File: src/rtl/uart_line_rx.sv
// uart_line_rx: assembles one text line from the uart_rx byte stream
// and replays it downstream with a valid/ready handshake and a last flag.
module uart_line_rx #(
    parameter int CLK_FRE    = 50,
    parameter int MAX_LEN    = 32,
    parameter int TIMEOUT_MS = 10,
    parameter int LEN_W      = $clog2(MAX_LEN + 1)
) (
    input  logic             clk,
    input  logic             rst,
    input  logic             recv_en,
    input  logic [7:0]       recv_data,
    output logic             out_valid,
    input  logic             out_ready,
    output logic [7:0]       out_data,
    output logic             out_last,
    output logic [LEN_W-1:0] line_len,
    output logic             ovf,
    output logic             lost,
    output logic             timeout
);

    localparam int AW = (MAX_LEN > 1) ? $clog2(MAX_LEN) : 1;
    localparam logic [LEN_W-1:0] MAX_L = LEN_W'(MAX_LEN);
    localparam logic [31:0] TO_LAST = 32'(CLK_FRE * 1000 * TIMEOUT_MS - 1);
    localparam logic [7:0] CR = 8'h0D;
    localparam logic [7:0] LF = 8'h0A;

    typedef enum logic [1:0] {
        RECV,
        GOT_CR,
        DROP,
        OUT
    } state_t;

    state_t           state_q, state_d;
    logic [LEN_W-1:0] wr_q, wr_d;
    logic [LEN_W-1:0] rd_q, rd_d;
    logic [LEN_W-1:0] len_q, len_d;
    logic [31:0]      cnt_q, cnt_d;
    logic             ovf_q, ovf_d;
    logic             lost_q, lost_d;
    logic             to_q, to_d;
    logic             buf_we;
    logic             running;
    logic [7:0]       mem [MAX_LEN];

    // State, pointer, length, idle counter and pulse registers
    always_ff @(posedge clk) begin
        if (rst) begin
            state_q <= RECV;
            wr_q    <= '0;
            rd_q    <= '0;
            len_q   <= '0;
            cnt_q   <= '0;
            ovf_q   <= 1'b0;
            lost_q  <= 1'b0;
            to_q    <= 1'b0;
        end else begin
            state_q <= state_d;
            wr_q    <= wr_d;
            rd_q    <= rd_d;
            len_q   <= len_d;
            cnt_q   <= cnt_d;
            ovf_q   <= ovf_d;
            lost_q  <= lost_d;
            to_q    <= to_d;
        end
    end

    // Line buffer write port; contents need no reset
    always_ff @(posedge clk) begin
        if (buf_we) begin
            mem[wr_q[AW-1:0]] <= recv_data;
        end
    end

    // Next-state logic: assembly, termination, overflow, idle timeout, replay
    always_comb begin
        state_d = state_q;
        wr_d    = wr_q;
        rd_d    = rd_q;
        len_d   = len_q;
        cnt_d   = '0;
        ovf_d   = 1'b0;
        lost_d  = 1'b0;
        to_d    = 1'b0;
        buf_we  = 1'b0;
        running = (state_q == GOT_CR) || (state_q == RECV && wr_q != '0);

        unique case (state_q)
            RECV, GOT_CR: begin
                if (recv_en) begin
                    if (recv_data == LF) begin
                        if (wr_q == '0) begin
                            state_d = RECV;
                        end else begin
                            len_d   = wr_q;
                            rd_d    = '0;
                            state_d = OUT;
                        end
                    end else if (recv_data == CR) begin
                        state_d = GOT_CR;
                    end else if (wr_q < MAX_L) begin
                        buf_we  = 1'b1;
                        wr_d    = wr_q + LEN_W'(1);
                        state_d = RECV;
                    end else begin
                        ovf_d   = 1'b1;
                        wr_d    = '0;
                        state_d = DROP;
                    end
                end else if (running) begin
                    if (cnt_q == TO_LAST) begin
                        to_d    = 1'b1;
                        wr_d    = '0;
                        state_d = RECV;
                    end else begin
                        cnt_d = cnt_q + 32'd1;
                    end
                end
            end
            DROP: begin
                if (recv_en && recv_data == LF) begin
                    wr_d    = '0;
                    state_d = RECV;
                end
            end
            OUT: begin
                lost_d = recv_en;
                if (out_ready) begin
                    if (rd_q == len_q - LEN_W'(1)) begin
                        wr_d    = '0;
                        rd_d    = '0;
                        state_d = RECV;
                    end else begin
                        rd_d = rd_q + LEN_W'(1);
                    end
                end
            end
            default: state_d = RECV;
        endcase
    end

    assign out_valid = (state_q == OUT);
    assign out_data  = out_valid ? mem[rd_q[AW-1:0]] : 8'h00;
    assign out_last  = out_valid && (rd_q == len_q - LEN_W'(1));
    assign line_len  = len_q;
    assign ovf       = ovf_q;
    assign lost      = lost_q;
    assign timeout   = to_q;

endmodule

File: config.mk
export PLATFORM = sky130hd
export DESIGN_NAME = uart_line_rx
export DESIGN_NICKNAME = d
export VERILOG_FILES = /design/src/rtl/uart_line_rx.sv
export SDC_FILE = /design/constraint.sdc
export NUM_CORES = 1
export LEC_CHECK = 0
export CORE_ASPECT_RATIO = 1.5
export CORE_MARGIN = 2
export CORE_UTILIZATION = 36
export CTS_BUF_LIST = sky130_fd_sc_hd__clkbuf_8
export CTS_CLUSTER_SIZE = 10
export DETAILED_ROUTE_END_ITERATION = 16
export DONT_BUFFER_PORTS = 1
export HOLD_SLACK_MARGIN = 0.12
export PLACE_DENSITY = 0.53
export SLEW_MARGIN = 20
export SYNTH_ARGS = -nofsm -noshare
export SYNTH_HDL_FRONTEND = slang
export SYNTH_SLANG_ARGS = --single-unit
File: constraint.sdc
create_clock -name clk -period 6 [get_ports clk]
set_input_delay 0.9 -clock clk [delete_from_list [all_inputs] [get_ports clk]]
set_output_delay 0.9 -clock clk [all_outputs]
set_load 0.02 [all_outputs]
After elaboration in Yosys (flattened, before gate mapping) --
Memories as Yosys holds them, arrays and structs flattened. A register that Yosys moved wholly into a read port is not among the register bits. Cells that the tools add are included.
Storage, ports and cells: memory bits (writable) 256, latch bits 0, bits in read-only memories 0, bits in registers 55, memories 1, word-level logic and storage cells 92
Cells by class: $lt $le $gt $ge 1, bitwise logic cells 5, eq/ne operators 17, mux-type cells 39, $add $sub $neg 4, divide/modulo/power cells 0, multiply operators 0, reduce and logical (&&, ||, !) cells 17, shifts and indexed selects 0
Memory list:
- mem | words 32, width 8, read ports 1, clocked after memory_dff 1, write ports 1, line 46 | logic [7:0] mem [MAX_LEN];
Operators by type and width (number):
- two-way mux 6 bit | 14
- adder 32 x 1 -> 32 bit (second input constant) | 1
- == test 32 x 19 -> 1 bit (second input constant) | 1
- two-way mux 2 bit | 10
- case mux 6 bit (3 select lines) | 1
- == test 8 x 4 -> 1 bit (second input constant) | 2
- adder 6 x 1 -> 6 bit (second input constant) | 2
- != test 3 bit (second input constant) | 4
- case mux 6 bit (2 select lines) | 1
- two-way mux 5 bit | 2
- AND reduction 5 bit | 2
- OR reduction 5 bit | 2
- two-way mux 1 bit | 9
- two-way mux 8 bit | 1
- != test 2 bit (second input constant) | 4
- AND reduction 7 bit | 1
- == test 6 bit | 1
- logical NOT 6 bit | 1
- < comparator 6 bit (second input constant) | 1
- case mux 2 bit (3 select lines) | 1
- nonzero test 6 bit | 1
- subtractor 6 x 1 -> 6 bit (second input constant) | 1
- inverter 1 bit | 5
- == test 2 bit (second input constant) | 2
- 9 further kinds | 13

Logic depth before layout (Yosys ltp) --
Gate-level depths: netlist (run 1).
word-level depth 8, mapped depth 9

Worst setup path after synthesis (run 1) --
OpenSTA, ideal clock, no wires.
kind register to output, start point register (tool-made name), end point output port out_data[5], path slack 2.804 ns, cell stages (with the launch flop) 7, buffers on the path 2, required time 5.100 ns, arrival time 2.296 ns, cell sequence dfxtp_1 -> buf_2 -> buf_1 -> mux4_2 -> mux4_2 -> mux2i_1 -> nor2_1
RTL lines:
- end, declared | line 15 | output logic [7:0] out_data,

==> parameters.txt, run 1 <==
Parameter                              Value

Outcome
  Run status    complete, no violations

Clocking
  Clk pin slew, worst setup/hold paths    0.07 ns
  Clock insertion delay at the later pin of the skew report    0.58 ns
  Hold-fix buffer count after cts    0
  Largest buffer count on any clock path    3
  Setup repair bufs after CTS    0
  H-tree levels    2
  Clk sink count    316
  Total clock buffers created by CTS    47
  Number of cells upsized or downsized after cts    0
  TritonCTS clock tree    done
  Clock Tree Root    sky130_fd_sc_hd__clkbuf_8

Place
  Routability cong.    between 0.7 and 0.8
  Post-placement worst setup slack    ~2 ns
  DP HPWL    18,000 um
  Buffers on Ports    0

Pwr
  Switching fraction of total power    0.206
  Net load switching power    852 uW
  Part of the total power dissipated in sequential elements    0.575
  Worst voltage drop across the vdd grid    between 0.00015 and 0.0002 V
  Power per Cell Area    between 200 and 300 nW/um^2
  Proportion of power drawn by the clock network    0.413
  LEAKAGE    0.00431 uW
  Combinational fraction of design power    0.012
  Internal cell power    3280 uW

Yosys
  Synth async-reset ratio    0
  Cell Area, Synth    roughly 13,000 sq um
  Yosys warnings    0
  Gate count of the mapped netlist    757
  Synthesized area per cell    16.8 sq um
  Biggest area consumer among synthesized cells    sky130_fd_sc_hd__edfxtp_1
  Number of different library cells in the post-synthesis netlist    47
  Net count after synthesis    between 700 and 800
  Commonest register cell after synthesis    sky130_fd_sc_hd__edfxtp_1
  Ranking of synthesized cells by area    sky130_fd_sc_hd__edfxtp_1 (60%), sky130_fd_sc_hd__mux4_2 (14%), sky130_fd_sc_hd__dfxtp_1 (9.4%)
  Sequential fraction of the synthesis area    0.698
  Seq cells post-synth    316
  Area fraction of the dominant cell type after synthesis    0.604
  Number of synthesized flops with an enable pin    256

Floorplan
  Width of the die    158 um
  Die area    ~37,000 sq um
  Number of placement rows    84
  Core ar.    roughly 35,000 sq um
  Initial cell density of the core    0.364
  Die Y-Extent    approximately 230 um
  Top-level port count    31

Timing
  Highest attainable clock frequency    224 MHz
  Final Hold Vio Count    0
  Crit share post-route    0.743
  Actual transition at the worst max-transition pin    approximately 1.1 ns
  Setup_tns    0 ns
  Worst relative slew slack    0.285
  Count of final max-slew check failures    0
  Worst clock skew    0.0211 ns
  Final setup margin    ~1.5 ns
  Setup violators final    0
  Final critical path time including I/O delays and setup    ~4.5 ns
  Unrepaired setup endpoints after global routing    false

Worst setup path
  Maximum fanout encountered on the critical timing path    47
  Nature of the critical path endpoint    primary output
  Signal arrival time at the worst endpoint    3.56 ns
  Critical Setup Path Class    reg -> out
  Data required, critical path    5.10 ns
  Sort of element at the start of the critical path    flip-flop

Global route
  Global route overflow    0
  Met1 Usage GRT    0.198
  Met3 usage    0.0292
  Wire length of the first global-routing pass    43,600 um
  Combined global-route utilization of all metal layers    0.162
  Global-route met2 utilization    0.289
  Global route hottest layer    met2
  Maximum number of pins on one net before global-route repair    48
  Number of antenna violations at the first check in global routing    0
  Via count of the first global-routing pass    6,929

Final layout
  Count of filler cells inserted in the layout    3,166
  End-of-flow core utilization    0.405
  Synth-to-layout area growth    11.2%
  Final Net Count    797
  Fraction of final layout cells sized beyond drive strength 1    0.206
  Number of diodes    0

Detailed routing
  Count of antenna-violating nets left after detailed routing    0
  Routed wire per std cell    22.3 um
  Vias/cell    5.16
  Routed WL    about 29,000 um
  DRC Markers    0
  Vias    6,636
  DRT iter0 DRCs    432
  Pre-antenna DRT Iters    4

Worst hold path
  Worst Hold Class    in -> reg

Job
  Count of max-cap constraint violations    0
## power groups by stage
| stage | registers [uW] | logic, uW | clock network, uW |
|---|---|---|---|
| after global placement | 2420 | 49.9 | 0 |
| final | 2380 | 49.4 | 1710 |
| after global routing | 2380 | 53.4 | 1830 |
| after detailed placement | 2420 | 50.1 | 0 |
| after CTS | 2380 | 50.5 | 1760 |
| after floorplan | 2420 | 34.8 | 0 |
## worst max-delay path: stages (launching register included)
cell	delay, ns
sky130_fd_sc_hd__dfxtp_4	0.99
sky130_fd_sc_hd__buf_4	0.49
sky130_fd_sc_hd__mux4_2	0.55
sky130_fd_sc_hd__mux4_2	0.47
sky130_fd_sc_hd__mux2i_1	0.27
sky130_fd_sc_hd__nor2_1	0.19
## per-stage QoR
stage	power [uW]	hold slack [ns]	instance area (sq um)	std cells
floorplan	2460	0.418	12700	757
global placement	2470	0.427	13200	1202
detailed placement	2470	0.449	13200	1202
CTS	4190	0.350	14100	1287
global route	4260	0.367	14200	1287
finish	4130	0.405	14200	1287
## cells in the mapped netlist (all sizes together) (4+ instances only)
library cell / number
nor4: 6
dfxtp: 60
a21oi: 5
xor2: 23
nand3b: 4
xnor2: 15
ha: 7
mux2i: 14
clkbuf: 18
nor2: 101
mux4: 80
or3: 8
buf: 14
edfxtp: 256
nand2b: 9
o21ai: 5
nand2: 37
inv: 11
or2: 4
nor3: 10
nand3: 27
nand4: 7
a31oi: 6
## state kept, by name, indices dropped and copies added, names as in the netlist, named ones only
signal,flops
ovf,1
rd_q,6
timeout,1
cnt_q,32
lost,1
line_len,6
mem,256
state_q,2
wr_q,6
## metal layers
| layer | wire [um] | share of wire | vias up |
|---|---|---|---|
| li1 | - | - | 2987 |
| met1 | 11400 | 0.40 | 3463 |
| met2 | 15400 | 0.54 | 142 |
| met3 | 1310 | 0.046 | 44 |
| met4 | 626 | 0.022 | 0 |
| met5 | 0 | 0 | - |
## area by class of cell
cell class              count  area [sq um]  share of cell area
clock inverters            36           234              0.0165
flip-flops and latches    316          8900               0.628
repair buffers              4          30.0             0.00212
inverters                  11          41.3             0.00292
multi-input cells         398          3690               0.261
well taps                 473           592              0.0418
clock buffers              49           674              0.0476
## placed cells by master (no fill, tap or decap), types with 12 or more instances in the layout
master                       n
sky130_fd_sc_hd__clkbuf_8   49
sky130_fd_sc_hd__clkinv_2   12
sky130_fd_sc_hd__dfxtp_1    58
sky130_fd_sc_hd__edfxtp_1  256
sky130_fd_sc_hd__inv_1      22
sky130_fd_sc_hd__mux2i_1    14
sky130_fd_sc_hd__mux4_2     80
sky130_fd_sc_hd__nand2_1    37
sky130_fd_sc_hd__nand3_1    26
sky130_fd_sc_hd__nor2_1     94
sky130_fd_sc_hd__xnor2_1    15
sky130_fd_sc_hd__xor2_1     23
## worst paths after layout
path                                   from  slack [ns]  cells after the start     endpoint
worst min register to register     cnt_q[0]        0.45                      1     cnt_q[0]
worst min-delay path                    rst        0.41                      1  line_len[3]
worst max-delay path              flip-flop        1.54                      5  out_data[1]
worst max register to register  line_len[0]        3.11                      9      wr_q[4]
## logic make-up after synthesis
kind of cell | count (synthesis) | synth area share
AO/OA/AOI/OAI | 28 | 0.0165
XOR/XNOR | 38 | 0.0261
adder cells (fa/ha/maj) | 7 | 0.00688
buffers and inverters | 43 | 0.0135
flip-flops | 316 | 0.698
multiplexers | 94 | 0.153
AND/OR/NAND/NOR | 231 | 0.0864
Note: power is estimated with default switching activity, not from simulation.
==> inputs of run 2 (changes only) <==
==> constraint.sdc (replaced) <==
create_clock -name clk -period 4.3 [get_ports clk]
set_input_delay 0.645 -clock clk [delete_from_list [all_inputs] [get_ports clk]]
set_output_delay 0.645 -clock clk [all_outputs]
set_load 0.02 [all_outputs]
==> run 2 against run 1 <==
Compared with the run above: wire length increased by 0.67%; flip-flop and latch count unchanged; clock power increased by 39%; first-iteration DRC count increased by 30%; critical endpoint is now out_data[3]; largest power group unchanged.
==> parameters.txt, run 2 (synthesis results as in run 1) <==
Parameter                              Value

Clocking
  TritonCTS clock tree    done
  Number of cells upsized or downsized after cts    0 (unchanged)
  Total clock buffers created by CTS    50 (+6.4%)
  Clk sink count    316 (unchanged)
  Clk pin slew, worst setup/hold paths    0.06 ns (about the same)
  Clock insertion delay at the later pin of the skew report    0.57 ns (about the same)
  Largest buffer count on any clock path    3 (unchanged)
  H-tree levels    2 (unchanged)
  Clock Tree Root    sky130_fd_sc_hd__clkbuf_8

Floorplan
  Core ar.    35,000 sq um (unchanged)
  Initial cell density of the core    0.364 (unchanged)
  Die Y-Extent    234 um (unchanged)
  Number of placement rows    84 (unchanged)
  Top-level port count    31 (unchanged)
  Width of the die    158 um (unchanged)
  Die area    36,900 sq um (unchanged)

Worst setup path
  Signal arrival time at the worst endpoint    3.11 ns (-0.45 ns)
  Startpoint of the worst-slack reg-to-reg timing path    line_len[0]
  Cell breakdown of the critical path    buf_12 -> mux4_2 -> mux4_2 -> mux2i_1 -> nor2_1
  Critical Setup Path Class    reg -> out
  Capture instance of the worst register-to-register path    wr_q[5]
  Library cell appearing most often on the critical path    sky130_fd_sc_hd__mux4_2
  Worst Path Buf+Inv    1 (unchanged)
  Count of cells along the worst register-to-register path    9 (unchanged)
  CP top delay family    multiplexers
  R2r setup slk    1.49 ns (-1.62 ns)
  Nature of the critical path endpoint    primary output
  Worst Setup EP    out_data[3]
  Data required, critical path    3.65 ns (-1.45 ns)
  Critical path's largest stage delay    0.67 ns (-0.32 ns)
  Critical path depth in cells    5 (unchanged)
  Sort of element at the start of the critical path    flip-flop
  Maximum fanout encountered on the critical timing path    24 (-49%)
  Cell type of the slowest stage on the worst timing path    sky130_fd_sc_hd__dfxtp_4

Place
  Buffers on Ports    0 (unchanged)
  DP HPWL    18,600 um (+3.4%)
  Routability cong.    0.795 (+0.56%)

Final layout
  Storage element area    8890 sq um (about the same)
  Number of diodes    0 (unchanged)
  Most frequent cells in the layout    sky130_fd_sc_hd__edfxtp_1 (256), sky130_fd_sc_hd__nor2_1 (94), sky130_fd_sc_hd__mux4_2 (80)
  Most common cell after layout, fill and taps aside    sky130_fd_sc_hd__edfxtp_1
  Multi-input gate area in the final layout    3690 sq um (unchanged)
  Count of filler cells inserted in the layout    3,129 (-1.2%)
  End-of-flow core utilization    0.406 (+0.00175)
  Number of flip-flops under the largest register name    256 (unchanged)
  Synth-to-layout area growth    11.7%
  Final Net Count    803 (+0.75%)
  Fraction of final layout cells sized beyond drive strength 1    0.200 (-0.00663)

Global route
  Combined global-route utilization of all metal layers    0.161 (-0.000381)
  Wire length of the first global-routing pass    43,600 um (about the same)
  Global route overflow    0 (unchanged)
  Maximum number of pins on one net before global-route repair    65 (+35%)
  Via count of the first global-routing pass    7,127 (+2.9%)
  Number of antenna violations at the first check in global routing    0 (unchanged)

Detailed routing
  Vias/cell    5.18 (+0.40%)
  DRT iter0 DRCs    561 (+30%)
  DRC Markers    0 (unchanged)
  Vias    6,699 (+0.95%)
  Routed WL    28,900 um (+0.67%)
  Count of antenna-violating nets left after detailed routing    0 (unchanged)
  Routed wire per std cell    22.3 um (+0.13%)
  Pre-antenna DRT Iters    5 (+1)

Timing
  Setup_tns    0 ns (unchanged)
  Setup violators final    0 (unchanged)
  Unrepaired setup endpoints after global routing    false
  Final critical path time including I/O delays and setup    3.76 ns
  Highest attainable clock frequency    266 MHz
  Final Hold Vio Count    0 (unchanged)
  Crit share post-route    0.874
  Worst clock skew    0.0132 ns (-0.00787 ns)
  Count of final max-slew check failures    0 (unchanged)
  Actual transition at the worst max-transition pin    1.11 ns (+0.0376 ns)
  Hold slack    0.167 ns (-0.239 ns)
  Worst relative slew slack    0.260 (-0.0252)

Job
  Count of max-cap constraint violations    0 (unchanged)

Worst hold path
  Hold Crit Depth    1 (unchanged)
  Worst Hold Class    in -> reg

Pwr
  Design Power    5760 uW (+39%)
  Power per Cell Area    405 nW/um^2 (+39%)
  LEAKAGE    0.00437 uW (+1.4%)
  Worst voltage drop across the vdd grid    0.000254 V (+45%)

Outcome
  Run status    complete, no violations
## run 2: cell count changes in the layout (fill, tap and decap cells not counted), sizes merged
cell | previous run | this run
clkbuf | 49 | 53
dlygate4sd3 | 0 | 1
bufinv | 3 | 2
inv | 22 | 34
buf | 4 | 6
clkinv | 22 | 11
## run 2: per-layer routing
metal,up-vias,GRT usage,part of all wire
met4,0,0.0608,0.032
met1,3469,0.190,0.38
met2,180,0.291,0.53
li1,3003,-,-
met3,47,0.0310,0.053
met5,-,0,0
## run 2: where the power goes
part | switching, uW | leakage, uW | total [uW] | internal [uW]
Combinational | 40.5 | 0.00103 | 65.6 | 25.2
Sequential | 5.26 | 0.00279 | 3320 | 3310
Clock | 1130 | 0.000558 | 2380 | 1250
Total | 1170 | 0.00437 | 5760 | 4590
## run 2: layout make-up
type / instances / area share
Sequential cell: 316 / 0.625
Clock inverter: 36 / 0.0136
Inverter: 11 / 0.00290
Multi-Input combinational cell: 398 / 0.260
Timing Repair Buffer: 7 / 0.00563
Clock buffer: 53 / 0.0513
Tap cell: 473 / 0.0416
## run 2: what timing repair did
item                                   in CTS  in global routing
endpoints found under the hold margin      14                  0
hold buffers                                1                  0
setup buffers                               0                  0
## run 2: per-stage QoR
stage / instances / setup WS (ns) / area, sq um
detailed placement: 1204 / 1.06 / 13300
CTS: 1294 / 0.436 / 14200
global route: 1294 / 0.309 / 14200
floorplan: 757 / 1.36 / 12700
finish: 1294 / 0.541 / 14200
global placement: 1204 / 1.06 / 13300
## run 2: how the worst min path moves through the flow
stage / from / slack, ns / end
6_report: rst / 0.17 / rd_q[3]
5_1_grt: rst / 0.12 / flip-flop
4_1_cts: rst / 0.12 / rd_q[4]
3_5_place_dp: cnt_q[0] / 0.46 / cnt_q[0]
3_3_place_gp: cnt_q[0] / 0.43 / cnt_q[0]
2_1_floorplan: cnt_q[0] / 0.42 / cnt_q[0]
